<file path="src/rtl/sd_emmc_controller_dma_mem_reader.sv">
// SDMA host-to-card engine: fetches 32-bit words over the AXI read channel, one outstanding
// read at a time, and pushes them into the TX FIFO, pausing at SDMA buffer boundaries.
module sd_emmc_controller_dma_mem_reader #(
  parameter int BLKCNT_W      = 16,
  parameter int WORDS_PER_BLK = 128
) (
  input  logic                clock,
  input  logic                reset,
  input  logic                start,
  input  logic                dma_ena_trans_mode,
  input  logic                dir_dat_trans_mode,
  input  logic [31:0]         init_dma_sys_addr,
  input  logic [2:0]          buf_boundary,
  input  logic [BLKCNT_W-1:0] block_count,
  input  logic                sys_addr_changed,
  input  logic                is_fifo_full_wr,
  output logic                fifo_wr_en,
  output logic [31:0]         fifo_wr_data,
  output logic [31:0]         read_addr,
  output logic                addr_read_valid,
  input  logic                addr_read_ready,
  input  logic [31:0]         read_data,
  input  logic                data_read_valid,
  output logic                data_read_ready,
  output logic                dma_int,
  output logic                xfer_complete,
  output logic                busy
);

  localparam int WC_W = $clog2(WORDS_PER_BLK);

  typedef enum logic [2:0] {IDLE, FILL_WAIT, ADDR, DATA, BLK_END, BOUND_WAIT} state_t;

  state_t              state, state_nxt;
  logic [WC_W-1:0]     word_cnt;
  logic [BLKCNT_W-1:0] blk_done;
  logic [BLKCNT_W-1:0] blk_total;
  logic [10:0]         blk_in_bound;
  logic [10:0]         bound;
  logic                abort_pend;
  logic                start_ok;
  logic                last_word;

  assign start_ok  = start && dma_ena_trans_mode && !dir_dat_trans_mode;
  assign last_word = (word_cnt == WC_W'(WORDS_PER_BLK - 1));
  assign busy      = (state != IDLE);

  always_ff @(posedge clock or posedge reset) begin
    if (reset) state <= IDLE;
    else       state <= state_nxt;
  end

  always_comb begin
    state_nxt       = state;
    addr_read_valid = 1'b0;
    data_read_ready = 1'b0;
    case (state)
      IDLE:
        if (start_ok && block_count != '0) state_nxt = FILL_WAIT;
      FILL_WAIT:
        if (!dma_ena_trans_mode)   state_nxt = IDLE;
        else if (!is_fifo_full_wr) state_nxt = ADDR;
      ADDR: begin
        // Abort cannot cut an AXI handshake short; it is honoured after the beat.
        addr_read_valid = 1'b1;
        if (addr_read_ready) state_nxt = DATA;
      end
      DATA: begin
        data_read_ready = 1'b1;
        if (data_read_valid) begin
          if (abort_pend || !dma_ena_trans_mode) state_nxt = IDLE;
          else if (last_word)                    state_nxt = BLK_END;
          else                                   state_nxt = FILL_WAIT;
        end
      end
      BLK_END:
        if (!dma_ena_trans_mode)          state_nxt = IDLE;
        else if (blk_done == blk_total)   state_nxt = IDLE;
        else if (blk_in_bound == bound)   state_nxt = BOUND_WAIT;
        else                              state_nxt = FILL_WAIT;
      BOUND_WAIT:
        if (!dma_ena_trans_mode)    state_nxt = IDLE;
        else if (sys_addr_changed)  state_nxt = FILL_WAIT;
      default: state_nxt = IDLE;
    endcase
  end

  always_ff @(posedge clock or posedge reset) begin
    if (reset) begin
      fifo_wr_en    <= 1'b0;
      fifo_wr_data  <= '0;
      read_addr     <= '0;
      dma_int       <= 1'b0;
      xfer_complete <= 1'b0;
      word_cnt      <= '0;
      blk_done      <= '0;
      blk_total     <= '0;
      blk_in_bound  <= '0;
      bound         <= '0;
      abort_pend    <= 1'b0;
    end else begin
      fifo_wr_en    <= 1'b0;
      dma_int       <= 1'b0;
      xfer_complete <= 1'b0;
      case (state)
        IDLE: begin
          abort_pend <= 1'b0;
          if (start_ok) begin
            read_addr     <= init_dma_sys_addr;
            blk_total     <= block_count;
            bound         <= 11'd8 << buf_boundary;
            word_cnt      <= '0;
            blk_done      <= '0;
            blk_in_bound  <= '0;
            xfer_complete <= (block_count == '0);
          end
        end
        ADDR:
          if (!dma_ena_trans_mode) abort_pend <= 1'b1;
        DATA: begin
          if (!dma_ena_trans_mode) abort_pend <= 1'b1;
          if (data_read_valid) begin
            fifo_wr_en   <= 1'b1;
            fifo_wr_data <= read_data;
            read_addr    <= read_addr + 32'd4;
            if (last_word) begin
              word_cnt     <= '0;
              blk_done     <= blk_done + BLKCNT_W'(1);
              blk_in_bound <= blk_in_bound + 11'd1;
            end else begin
              word_cnt <= word_cnt + WC_W'(1);
            end
          end
        end
        BLK_END:
          if (dma_ena_trans_mode) begin
            // Completion wins over a boundary hit on the final block.
            if (blk_done == blk_total)    xfer_complete <= 1'b1;
            else if (blk_in_bound == bound) dma_int     <= 1'b1;
          end
        BOUND_WAIT:
          if (dma_ena_trans_mode && sys_addr_changed) begin
            read_addr    <= init_dma_sys_addr;
            blk_in_bound <= '0;
          end
        default: ;
      endcase
    end
  end

endmodule

</file>
<file path="config.mk">
export PLATFORM = sky130hd
export DESIGN_NAME = sd_emmc_controller_dma_mem_reader
export DESIGN_NICKNAME = d
export VERILOG_FILES = /design/src/rtl/sd_emmc_controller_dma_mem_reader.sv
export SDC_FILE = /design/constraint.sdc
export NUM_CORES = 1
export LEC_CHECK = 0
export CAP_MARGIN = 20
export CORE_MARGIN = 4
export CORE_UTILIZATION = 50
export CTS_BUF_LIST = sky130_fd_sc_hd__clkbuf_16
export DETAILED_ROUTE_END_ITERATION = 10
export PLACE_DENSITY = 0.8
export SETUP_SLACK_MARGIN = 0.02
export SLEW_MARGIN = 20
export SYNTH_ARGS = -nofsm -noshare
export SYNTH_HDL_FRONTEND = slang
export SYNTH_SLANG_ARGS = --single-unit
</file>
<file path="constraint.sdc">
create_clock -name clock -period 5.7 [get_ports clock]
set_input_delay 1.14 -clock clock [delete_from_list [all_inputs] [get_ports clock]]
set_output_delay 1.14 -clock clock [all_outputs]
set_load 0.01 [all_outputs]
</file>
# Word-level counts from Yosys, hierarchy flattened

Index checks and enable logic that the tools add are counted.
W data, S select, Z words.

Register bits after elaboration: 132
Bits in latches: 0
Memory bits (writable): 0
Bits in read-only memories: 0
Bits of input ports: 92
Memories: 0

Add/subtract/negate cells: 4
Multiply operators: 0
Div/mod/pow operators: 0
Order comparisons: 0
Equal/unequal tests: 17
Shift-type cells: 1
Mux-type cells: 44
Bitwise logic cells: 0
Reduce and logical (&&, ||, !) cells: 23

Operator list:

| operator                | count |
|---|---|
| $mux W32                | 3 |
| $pmux W32 S3            | 1 |
| $mux W16                | 3 |
| $mux W11                | 4 |
| $mux W3                 | 12 |
| $pmux W11 S3            | 1 |
| $add A32 B3 Y32 const B | 1 |
| $pmux W16 S2            | 1 |
| $mux W7                 | 3 |
| $pmux W3 S6             | 1 |
| $add A16 B1 Y16 const B | 1 |
| $eq A16 B16 Y1          | 1 |
| $logic_not A16 Y1       | 1 |
| $reduce_bool A16 Y1     | 1 |
| $ne A2 B2 Y1 const B    | 7 |
| $pmux W7 S2             | 1 |
| $mux W1                 | 12 |
| $add A11 B1 Y11 const B | 1 |
| $eq A11 B11 Y1          | 1 |
| $shl A4 B3 Y11 const A  | 1 |
| $reduce_and A5 Y1       | 2 |
| $reduce_and A4 Y1       | 2 |
| $add A7 B1 Y7 const B   | 1 |
| $eq A7 B7 Y1 const B    | 1 |
| other kinds (14)        | 26 |

# Depth between registers and ports, before layout

Word-level depth: 5
Gate-level depth with buffers: 8

# Worst setup path after synthesis

No wires, ideal clock.

Path kind: in2reg
From: input port dma_ena_trans_mode
To: register blk_in_bound[5]
Library setup time: 0.078 ns
Arrival time: 2.596 ns
Data required time: 5.622 ns
Path slack: 3.025 ns
Stages on the path: 6
Cell sequence: buf_2 > and4_1 > o2bb2ai_1 > or4_4 > or3_1 > a21oi_1

Cells in the longest elaborated chain, start to end: 4

Ends and longest elaborated chain:

| item                                   | line | RTL |
|---|---|---|
| start: declaration                     | 10   | `input logic dma_ena_trans_mode,` |
| $logic_and A1 B1 Y1 (2 in series)      | 44   | `assign start_ok = start && dma_ena_trans_mode && !dir_dat_trans_mode;` |
| $ne A2 B2 Y1 (no source line)          | n/a  |  |
| $reduce_and A5 Y1 (no source line) (*) | n/a  |  |
| end signal: assignment                 | 129  | `blk_in_bound <= blk_in_bound + 11'd1;` |
| end: declaration                       | 38   | `logic [10:0] blk_in_bound;` |

Every way passes the cells marked *; elsewhere a longest branch is shown, timed or not.
A chain may end at the register's enable or synchronous reset.

# Worst setup path after layout

From: register state[0]
To: output port busy

Cells in the longest elaborated chain, start to end: 1

Ends and longest elaborated chain:

| item                     | line | RTL |
|---|---|---|
| start: declaration       | 34   | `state_t state, state_nxt;` |
| start signal: assignment | 50   | `else state <= state_nxt;` |
| $reduce_bool A3 Y1       | 46   | `assign busy = (state != IDLE);` |
| end: declaration         | 27   | `output logic busy` |

No other way between the ends.

==> flow_metrics.env <==
export IMPL_vias=6070
export IMPL_gp_congestion=0.899
export IMPL_drt_pass1_iterations=6
export IMPL_hold_buffers=0
export IMPL_synthArstFlopShare_pct=100
export IMPL_viasPerCell=5.87
export IMPL_drc=0
export IMPL_wire_per_inst_um=17.5
export IMPL_yosys_area_top_type="dfrtp_1"
export IMPL_cts_setup_buffers=0
export IMPL_start_kind="flip-flop"
export IMPL_cts_buffers=17
export IMPL_ys_types=61
export IMPL_wl_um=18100
export IMPL_die_area_um2=15200
export IMPL_setup_viol=0
export IMPL_dr_first_iter_drc_count=680
export IMPL_cts_tree="built"
export IMPL_synth_sequential_area_ratio_pct=48.5
export IMPL_drive_gt1_share_pct=10.1
export IMPL_synth_seq_cells=129
export IMPL_netlist_area_um2=6650
export IMPL_ys_warn_count=0
export IMPL_fin_worst_skew_ns=0.0117
export IMPL_start_util_pct=51.9
export IMPL_antenna_found_initial=0
export IMPL_max_cap_viol_count=0
export IMPL_r2r_cells=7
export IMPL_max_freq_mhz=306
export IMPL_num_rows=41
export IMPL_syn_inst=699
export IMPL_cts_clk_slew_worst_paths_ns=0.05
export IMPL_grt_pass1_wl_um=29900
export IMPL_clockRootBuffer="clkbuf_16"
export IMPL_synth_top_area_share_pct=48.5
export IMPL_grt_ovfl_total=0
export IMPL_grt_max_degree=60
export IMPL_power_density_nw_per_um2=514
export IMPL_finalNonFillerCells=1034
export IMPL_dp_hpwl_um=12900
export IMPL_worst_hold_slack_ns=0.499
export IMPL_cts_resized=0
export IMPL_nets=949
export IMPL_relSlewSlack_pct=38.8
export IMPL_hp_class="flip-flop to flip-flop"
export IMPL_die_w_um=123
export IMPL_hold_violations=0
export IMPL_worst_slew_pin_slew_ns=0.916
export IMPL_crit_required_ns=4.56
export IMPL_clock_sinks=129
export IMPL_fp_dieH_um=123
export IMPL_critPathMaxFanout=16
export IMPL_clkLatencyLatePin_ns=0.42
export IMPL_max_vdd_ir_drop_v=0.000314
export IMPL_h_tree_depth=4
export IMPL_status="complete, no violations"
export IMPL_grt_pass1_vias=6165
export IMPL_finalMaxSlewViolations=0
export IMPL_worst_setup_path_end_kind="output pin"
export IMPL_synth_area_leaders="dfrtp_1 49%, mux2_2 5.8%, nand2_1 5.5%"
export IMPL_synthTopCellsByCount="129 x dfrtp_1, 97 x nand2_1, 61 x nor2_1"
export IMPL_fin_crit_ns=3.27
export IMPL_tns_ns=0
export IMPL_leakagePower_nw=3.79
export IMPL_dp_cells=1005
export IMPL_yosysMostFrequentCell="dfrtp_1"
export IMPL_grt_setup_unrepaired="false"
export IMPL_synth_ff_type="dfrtp_1"
export IMPL_synth_edff_count=0
export IMPL_ios=162
export IMPL_avgSynthCellArea_um2=9.52
export IMPL_n_fill_cell=950
export IMPL_grtUsageTotal_pct=24.9
export IMPL_syn2layout_area_growth_pct=35.3
export IMPL_coreArea_um2=12800
export IMPL_postRouteAntennaNets=0
export IMPL_numPortBuffers=161
export IMPL_diodes=0
export IMPL_cp_arrival_ns=2.13
export IMPL_syn_nets=796
export IMPL_clk_path_buf_depth=2
export IMPL_post_route_period_util_pct=57.4
export IMPL_whs_path_depth=2
export IMPL_path_class="flip-flop to output pin"
[kinds of logic after synthesis]
| group | Yosys count | share of synthesized area [%] |
|---|---|---|
| adder cells (fa/ha/maj) | 5 | 0.940 |
| XOR/XNOR | 44 | 5.79 |
| multiplexers | 38 | 6.36 |
| buffers and inverters | 52 | 3.08 |
| AO/OA/AOI/OAI | 133 | 13.5 |
| flip-flops | 129 | 48.5 |
| AND/OR/NAND/NOR | 298 | 21.8 |
[final cells by class]
cell class              count  area (µm²)  area share [%]
clock buffers              17         425            4.73
clock inverters            12         170            1.89
inverters                  17        66.3           0.737
multi-input cells         518        3230            35.8
flip-flops and latches    129        3230            35.9
well taps                 172         215            2.39
repair buffers            169        1670            18.6
[stage by stage]
step | setup WS (ns) | power (W) | util, % | area (µm²)
4_1_cts | 2.37 | 0.00464 | 70.2 | 9000
5_1_grt | 2.32 | 0.00493 | 70.2 | 9000
2_1_floorplan | 1.12 | 0.00265 | - | 6650
6_report | 2.43 | 0.00462 | 70.2 | 9000
3_5_place_dp | 1.92 | 0.00350 | 65.5 | 8400
3_3_place_gp | 1.97 | 0.00341 | 65.5 | 8400
[metal layers]
metal	wire length [µm]	share of wire, %	vias up	track usage (%)
met5	0	0	-	0
met4	410	2.3	0	9.27
met3	1360	7.5	41	8.10
met2	9070	50	254	40.8
met1	7300	40	2940	30.7
li1	-	-	2835	-
[power breakdown]
group          leakage, nW  total (W)  internal (W)  switching [W]
combinational         1.88    0.00192      0.000962       0.000961
clock                0.289    0.00112      0.000719       0.000397
sequential            1.62    0.00159       0.00126       0.000325
total                 3.79    0.00462       0.00294        0.00168
[critical path, cell delays in order (launching register included)]
cell	delay, ns
dfrtp_1	0.55
nor3_2	0.44
inv_2	0.20
clkdlybuf4s50_1	0.52
[state kept, by name, summed over array words and instances, names as in the netlist]
register / flops
fifo_wr_data: 32
read_addr: 32
blk_done: 16
blk_total: 16
blk_in_bound: 11
bound: 8
word_cnt: 7
state: 3
abort_pend: 1
dma_int: 1
fifo_wr_en: 1
xfer_complete: 1
[worst paths after layout]
path	start	to	slack (ns)
min in group asynchronous	reset	blk_done[9]$_DFFE_PP0P_	1.15
worst min register to register	bound[7]$_DFFE_PP0P_	bound[7]$_DFFE_PP0P_	0.50
worst max register to register	state[0]$_DFFE_PP0P_	blk_done[0]$_DFFE_PP0P_	2.94
worst max-delay path	state[0]$_DFFE_PP0P_	busy	2.43
max in group asynchronous	reset	read_addr[5]$_DFFE_PP0P_	3.57
worst min-delay path	bound[7]$_DFFE_PP0P_	bound[7]$_DFFE_PP0P_	0.50
[placed cells by master, fill, tap and decap left out, types with 6 or more instances in the layout]
cell	synthesis	routed
nand2_1	97	97
inv_1	14	14
xor2_1	28	28
a31oi_1	8	8
nand4_1	23	23
nor4_1	19	19
xnor2_1	16	16
buf_4	0	8
dfrtp_1	129	129
nand3_1	40	40
a21oi_1	36	36
clkdlybuf4s50_1	0	161
nor3_1	13	13
a2bb2oi_1	6	6
o22a_1	11	11
or3_1	7	7
and3_1	10	10
nor2_1	61	59
a41oi_1	7	7
mux2_2	34	34
clkbuf_16	0	17
o21ai_0	24	24
(Power assumes the default switching activity.)
